==> src/rtl/receiver.sv <==
// rtl/receiver.sv - UART receiver: 1 start, 7 data LSB-first, odd parity, 1 stop; optional macro RX_MAJORITY_EN enables 3-sample majority vote
module receiver #(
    parameter int OVERSAMPLE = 16
) (
    input  logic       clk,
    input  logic       resetN,
    input  logic       rx_en,
    input  logic       rx,
    output logic [6:0] data_out,
    output logic       valid,
    output logic       parity_err,
    output logic       frame_err,
    output logic       busy
);

    localparam int CW = $clog2(OVERSAMPLE);

    localparam logic [1:0] IDLE  = 2'd0;
    localparam logic [1:0] START = 2'd1;
    localparam logic [1:0] DATA  = 2'd2;
    localparam logic [1:0] STOP  = 2'd3;

    localparam logic [CW-1:0] LAST = CW'(OVERSAMPLE - 1);
`ifdef RX_MAJORITY_EN
    localparam logic [CW-1:0] VOTE_A = CW'(OVERSAMPLE / 2 - 1);
    localparam logic [CW-1:0] VOTE_B = CW'(OVERSAMPLE / 2);
    localparam logic [CW-1:0] DEC    = CW'(OVERSAMPLE / 2 + 1);
`else
    localparam logic [CW-1:0] DEC    = CW'(OVERSAMPLE / 2);
`endif

    logic [1:0]    state;
    logic [CW-1:0] cnt;
    logic [2:0]    idx;
    logic [7:0]    shift;
    logic          armed;
    logic          rx_m;
    logic          rx_s;
    logic          sample;

    // two-flop synchronizer for the asynchronous serial line, idles high
    always_ff @(posedge clk or negedge resetN) begin
        if (!resetN) begin
            rx_m <= 1'b1;
            rx_s <= 1'b1;
        end else begin
            rx_m <= rx;
            rx_s <= rx_m;
        end
    end

`ifdef RX_MAJORITY_EN
    logic vote_a;
    logic vote_b;

    // capture the two samples preceding the decision tick for the vote
    always_ff @(posedge clk or negedge resetN) begin
        if (!resetN) begin
            vote_a <= 1'b1;
            vote_b <= 1'b1;
        end else if (rx_en) begin
            if (cnt == VOTE_A) vote_a <= rx_s;
            if (cnt == VOTE_B) vote_b <= rx_s;
        end
    end

    assign sample = (vote_a & vote_b) | (vote_a & rx_s) | (vote_b & rx_s);
`else
    assign sample = rx_s;
`endif

    assign busy = (state != IDLE);

    // frame state machine: start detect, mid-bit sampling, result publish at mid-stop
    always_ff @(posedge clk or negedge resetN) begin
        if (!resetN) begin
            state      <= IDLE;
            cnt        <= '0;
            idx        <= 3'd0;
            shift      <= 8'd0;
            armed      <= 1'b0;
            data_out   <= 7'd0;
            valid      <= 1'b0;
            parity_err <= 1'b0;
            frame_err  <= 1'b0;
        end else begin
            valid <= 1'b0;
            if (rx_en) begin
                case (state)
                    IDLE: begin
                        if (rx_s) begin
                            armed <= 1'b1;
                        end else if (armed) begin
                            state <= START;
                            cnt   <= '0;
                            armed <= 1'b0;
                        end
                    end
                    START: begin
                        if (cnt == DEC && sample) begin
                            state <= IDLE;
                            cnt   <= '0;
                        end else if (cnt == LAST) begin
                            state <= DATA;
                            cnt   <= '0;
                            idx   <= 3'd0;
                        end else begin
                            cnt <= cnt + 1'b1;
                        end
                    end
                    DATA: begin
                        if (cnt == DEC) shift[idx] <= sample;
                        if (cnt == LAST) begin
                            cnt <= '0;
                            if (idx == 3'd7) state <= STOP;
                            else             idx   <= idx + 3'd1;
                        end else begin
                            cnt <= cnt + 1'b1;
                        end
                    end
                    STOP: begin
                        if (cnt == DEC) begin
                            data_out   <= shift[6:0];
                            parity_err <= ~^shift;
                            frame_err  <= ~sample;
                            valid      <= 1'b1;
                            state      <= IDLE;
                            cnt        <= '0;
                        end else begin
                            cnt <= cnt + 1'b1;
                        end
                    end
                    default: begin
                        state <= IDLE;
                        cnt   <= '0;
                    end
                endcase
            end
        end
    end

endmodule

==> config.mk <==
export PLATFORM = sky130hd
export DESIGN_NAME = receiver
export DESIGN_NICKNAME = d
export VERILOG_FILES = /design/src/rtl/receiver.sv
export SDC_FILE = /design/constraint.sdc
export NUM_CORES = 1
export LEC_CHECK = 0
export ABC_AREA = 1
export CAP_MARGIN = 20
export CELL_PAD_IN_SITES_DETAIL_PLACEMENT = 1
export CELL_PAD_IN_SITES_GLOBAL_PLACEMENT = 2
export CORE_MARGIN = 4
export CORE_UTILIZATION = 35
export CTS_CLUSTER_DIAMETER = 150
export CTS_CLUSTER_SIZE = 12
export DETAILED_ROUTE_END_ITERATION = 10
export PLACE_DENSITY_LB_ADDON = 0.1
export SLEW_MARGIN = 10
export SYNTH_ARGS = -nofsm -noshare
export SYNTH_HDL_FRONTEND = slang
export SYNTH_SLANG_ARGS = --single-unit
export TNS_END_PERCENT = 20
==> constraint.sdc <==
create_clock -name clk -period 2.6 [get_ports clk]
set_clock_uncertainty 0.05 [all_clocks]
set_input_delay 0.52 -clock clk [delete_from_list [all_inputs] [get_ports clk]]
set_output_delay 0.52 -clock clk [all_outputs]
set_load 0.1 [all_outputs]
==> results.json, run 1 <==
{
  "multi_input_area_um2": 772,
  "worstReg2RegStart": "cnt[0]",
  "die_w_um": 76.7,
  "hold_buffers": 0,
  "grt_max_degree": 31,
  "p_int_uw": 1020,
  "portBuffers": 14,
  "final_core_util_pct": 43.0,
  "gr-total-overflow": 0,
  "hold_path_class": "flip-flop to flip-flop",
  "dpl.cell_count": 282,
  "synthArstFlopShare_pct": 100,
  "core_area_um2": 4470,
  "wire_per_inst_um": 13.2,
  "start_kind": "flip-flop",
  "grt_pass1_vias": 1548,
  "syn_area_um2": 1650,
  "sw_frac_of_total_pct": 43.5,
  "clock_latency_ps": 280,
  "ir_worst_vdd_uv": 330,
  "slew_headroom_pct": 73.3,
  "syn_area_per_cell_um2": 7.62,
  "diodes": 0,
  "worstMarginPinSlew_ps": 401,
  "synth-edff-count": 0,
  "final_max_slew_viol_count": 0,
  "ys_types": 25,
  "crit_type": "flip-flop to primary output",
  "hold_viol": 0,
  "grt_pass1_wl_mm": 7.02,
  "die_h_um": 76.7,
  "cp.required_ps": 2030,
  "p_sw_uw": 784,
  "cts_root_buffer": "clkbuf_8",
  "clk_path_buf_depth": 2,
  "fill_cells": 589,
  "rsz0062_at_grt": "no",
  "synth_most_common_cell": "nand2_1",
  "power.leakage_uw": 0.00102,
  "fmax_mhz": 523,
  "htree_levels": 2,
  "synthToLayoutAreaGrowth_pct": 16.4,
  "drt_iter0_markers": 59,
  "hold_start": "rx_m",
  "synth-main-ff-cell": "dfrtp_1",
  "p_clk_share_pct": 25.9,
  "drt_first_pass_iters": 4,
  "path_clk_slew_ps": 70,
  "outcome": "finished, final reports clean",
  "antenna_found_initial": 0,
  "rows": 24,
  "hold-path-endpoint": "rx_s",
  "synthTopCellsByCount": "84 x nand2_1, 28 x dfrtp_1, 25 x inv_1, 15 x nor2_1, 12 x nand3_1",
  "ys_seq_elements": 30,
  "comb_power_share_pct": 38.3,
  "final_layout_size_suffix_gt1_share_pct": 18.5,
  "min_path_cells": 0,
  "die-area_um2": 5890,
  "nets": 245,
  "synth_top_area_share_pct": 42.4,
  "yosysSeqAreaShare_pct": 45.6,
  "final_cells": 290,
  "ys_warn_count": 0,
  "wirelength_mm": 3.84,
  "reg2reg_depth": 8,
  "place_congestion": 0.799,
  "vias_per_cell": 4.85,
  "grt_usage_pct": 14.9,
  "finalSetupViolations": 0,
  "r2r-end": "parity_err",
  "io_pins": 15,
  "syn-instance-count": 217,
  "synthTopCellsByArea": "dfrtp_1 42%, nand2_1 19%, inv_1 5.7%",
  "arrival_ps": 1340,
  "clock_sinks": 30,
  "crit_fanout": 7,
  "fin_tns_setup_ps": 0,
  "vias": 1407,
  "synth_top_area_cell": "dfrtp_1",
  "power_density_nw_per_um2": 937,
  "dpl.hpwl_mm": 3.01,
  "holdWs_ps": 314,
  "maxCapViolations": 0,
  "start_util_pct": 36.9,
  "post_cts_buffers": 0,
  "synth_fp_nets": 225,
  "fin_crit_sh_pct": 73.6,
  "drcViolationCount": 0,
  "register_area_um2": 753,
  "cts_tree": "done",
  "cts-buffers-inserted": 5,
  "seqPwrFrac_pct": 35.8,
  "postCtsResizedCells": 0,
  "period_minus_slack_ps": 1910,
  "crit_path_end_kind": "primary output",
  "r2r_slack_ps": 950,
  "drtAntennaViolNets": 0
}
==> power by group through the flow <==
stage / registers (µW) / logic (µW) / clock network (µW)
after floorplan: 748 / 427 / 0
after global placement: 649 / 677 / 0
after detailed placement: 654 / 700 / 0
after CTS: 646 / 704 / 481
after global routing: 659 / 781 / 505
final: 645 / 690 / 467
==> worst max path at each step <==
stage	from	endpoint	slack, ps	cells past startpoint
floorplan	flip-flop	busy	880	2
global placement	rx_en	parity_err	590	7
detailed placement	rx_en	parity_err	520	7
CTS	flip-flop	busy	670	3
global route	flip-flop	busy	620	3
finish	flip-flop	busy	690	3
==> placed cells by master (no fill, tap or decap), types with 2 or more instances in the layout <==
cell and n:
ha_1 4, nor2_2 5, o21ai_2 7, inv_2 3, nand2_2 3, inv_1 25
nand2_4 2, o21ai_0 8, a21oi_1 4, dfrtp_1 28, clkdlybuf4s50_1 3, nand2_1 84
clkinv_2 2, nor2_1 15, nand4_1 4, nand3_1 12, clkbuf_8 5, buf_4 12
dfstp_2 2
==> cell families (layout without fill, tap and decap cells) <==
| group | Yosys count | in the layout | share of synthesized area (%) |
|---|---|---|---|
| adders and majority gates | 4 | 4 | 3.03 |
| DFF | 30 | 30 | 45.6 |
| and+or+nand+nor | 129 | 129 | 34.1 |
| buffers and inverters | 30 | 51 | 7.72 |
| xor gates and xnor gates | 2 | 2 | 1.06 |
| AOI/OAI and AO/OA | 22 | 22 | 8.48 |
==> layer usage <==
metal  vias to the layer above  GRT usage (%)  routed length [µm]
met5                         -              0                   0
li1                        713              -                   -
met1                       673           16.5                1630
met2                        14           27.4                2060
met3                         7           3.63                  95
met4                         0           4.89                  53
==> per-stage QoR <==
stage | worst slack, ps | total power [µW] | cell area, µm²
after floorplan | 883 | 1180 | 1650
after global placement | 588 | 1330 | 1820
after detailed placement | 517 | 1350 | 1820
after CTS | 668 | 1830 | 1920
after global routing | 619 | 1940 | 1920
final | 687 | 1800 | 1920
==> final cells by class <==
| cell class | instances | share of cell area [%] |
|---|---|---|
| clock buffers | 5 | 3.58 |
| clock inverters | 3 | 2.08 |
| inverters | 28 | 5.46 |
| multi-input cells | 157 | 40.1 |
| flip-flops and latches | 30 | 39.1 |
| well taps | 52 | 3.38 |
| repair buffers | 15 | 6.24 |
==> flip-flops by register name (all words and copies together) (netlist names), named ones only <==
name	count
rx_m	1
armed	1
rx_s	1
data_out	7
cnt	4
state	1
idx	3
parity_err	1
valid	1
shift	8
frame_err	1
==> critical path, stage by stage (launching register included) <==
cell	delay, ps
dfrtp_1	470
nor2_2	260
inv_1	90
buf_4	240
Power figures use the tool's default switching activity.
==> run 2: changes to the inputs <==
Settings changed: CORE_UTILIZATION 35 to 30.
Clock period 2.6 ns to 1.6 ns, I/O delays scaled along.
==> run 2 against run 1 <==
Effect of this change: die area is 15% higher; first-iteration DRC count is 63% lower; design area is 15% higher; clock-buffer cell count is 1 higher; total power is 72% higher; routed wire length is 9.6% higher; register-to-register slack worse by 890 ps; sequential power is 66% higher; clock power is 27% higher; global-route usage is 0.55 points lower; combinational power is 110% higher; largest power group unchanged.
==> results.json, run 2 (synthesis results as in run 1) <==
{
  "outcome": "finished, final reports clean",
  "die_w_um": 82.2,
  "r2r_slack_ps": 60,
  "reg2reg_depth": 8,
  "drt_first_pass_iters": 4,
  "crit_type": "flip-flop to flip-flop",
  "drtAntennaViolNets": 0,
  "r2r-end": "parity_err",
  "grt_pass1_wl_mm": 7.35,
  "io_pins": 15,
  "worstReg2RegStart": "cnt[1]",
  "fmax_mhz": 648,
  "wirelength_mm": 4.21,
  "wire_per_inst_um": 13.2,
  "hold_buffers": 0,
  "holdWs_ps": 313,
  "die_h_um": 82.2,
  "clock_sinks": 30,
  "htree_levels": 2,
  "finalSetupViolations": 0,
  "final_core_util_pct": 42.3,
  "path_clk_slew_ps": 70,
  "portBuffers": 14,
  "vias": 1468,
  "period_minus_slack_ps": 1540,
  "gr-total-overflow": 0,
  "crit_path_end_kind": "flip-flop",
  "ir_worst_vdd_uv": 612,
  "power_density_nw_per_um2": 1400,
  "placed_area_um2": 2040,
  "final_layout_size_suffix_gt1_share_pct": 26.6,
  "cts_root_buffer": "clkbuf_8",
  "clock_latency_ps": 290,
  "max_stage_delay_ps": 410,
  "place_congestion": 0.742,
  "antenna_found_initial": 0,
  "min_path_cells": 0,
  "fin_crit_sh_pct": 96.4,
  "start_kind": "flip-flop",
  "synthToLayoutAreaGrowth_pct": 34.1,
  "crit_path_cell_trace": "inv_2 > ha_4 > nand3_4 > nor2_4 > nand2_8 > inv_1 > nand3_1 > nand2_1",
  "die-area_um2": 6760,
  "arrival_ps": 1720,
  "core_area_um2": 5240,
  "start_util_pct": 31.6,
  "hold_viol": 0,
  "final_max_slew_viol_count": 0,
  "clk_path_buf_depth": 2,
  "grt_usage_pct": 14.3,
  "grt_max_degree": 31,
  "drt_iter0_markers": 22,
  "layout_common_cells": "83 x nand2_1, 25 x dfrtp_1, 22 x inv_1",
  "hold_path_class": "flip-flop to flip-flop",
  "hold_start": "rx_m",
  "slowest_stage": "dfrtp_1",
  "maxCapViolations": 0,
  "dpl.hpwl_mm": 3.26,
  "cp.required_ps": 1780,
  "power.leakage_uw": 0.00108,
  "diodes": 0,
  "cts-buffers-inserted": 5,
  "fin_tns_setup_ps": 0,
  "worstMarginPinSlew_ps": 317,
  "vias_per_cell": 4.62,
  "slew_headroom_pct": 78.8,
  "rsz0062_at_grt": "yes",
  "nets": 255,
  "drcViolationCount": 0,
  "hold-path-endpoint": "rx_s",
  "largest_register": "shift",
  "crit_fanout": 17,
  "largestRegisters": "shift: 8 flops, data_out: 7 flops, cnt: 4 flops",
  "largest_reg_flops": 8,
  "rows": 26,
  "fin_area_um2": 2220,
  "cts_tree": "done",
  "grt_pass1_vias": 1612,
  "final_common_cell": "nand2_1"
}
==> run 2: changes by cell type in the layout (fill, tap and decap cells not counted), sizes merged <==
cell / before / now
buf: 12 / 22
bufinv: 1 / 0
clkbuf: 5 / 6
==> run 2: power breakdown <==
group	total, µW	switching, µW	leakage [µW]	internal [µW]
clock	593	292	0.0000450	301
combinational	1440	920	0.000658	523
sequential	1070	172	0.000376	898
total	3110	1380	0.00108	1720
==> run 2: timing repair <==
action | 4_1_cts | 5_1_grt
gates cloned | 0 | 0
gates resized for setup | 7 | 17
pin swaps | 2 | 9
setup endpoints to repair | 4 | 25
endpoints found under the hold margin | 0 | 0
setup buffers | 1 | 2
==> run 2: worst max path at each step <==
stage	endpoint	slack, ps	startpoint
after floorplan	cnt[1]	8	flip-flop
after global placement	parity_err	-50	rx_en
after detailed placement	parity_err	-90	rx_en
after CTS	shift[3]	-20	cnt[1]
after global routing	shift[1]	-60	cnt[1]
final	parity_err	60	cnt[1]
==> run 2: per-stage QoR <==
stage               setup WS [ps]  power (µW)  cells
floorplan                    8.40        1910    217
detailed placement          -87.1        2390    307
global placement            -52.1        2340    307
CTS                         -16.5        3030    316
finish                       57.1        3110    318
global route                -55.6        3360    318
==> run 2: metal layers <==
metal | part of all wire (%) | wire, µm | global-route usage [%]
met1 | 42 | 1760 | 16.4
met2 | 53 | 2250 | 25.6
met3 | 2.9 | 121 | 3.58
met4 | 1.9 | 78 | 4.98
met5 | 0 | 0 | 0
==> run 2: worst max-delay path, delay by kind of cell (launching register included) <==
family	cells	cell delay, ps
flip-flops	1	410
buffers and inverters	2	240
AND/OR/NAND/NOR	5	640
adder cells (fa/ha/maj)	1	150
==> run 2: cell type report <==
type,count,area [µm²]
clock buffer,6,72.6
clock inverter,2,10.0
fill,643,3020
inverter,28,105
multi-input combinational,157,836
sequential,30,757
tap,70,87.6
timing repair buffer,25,349
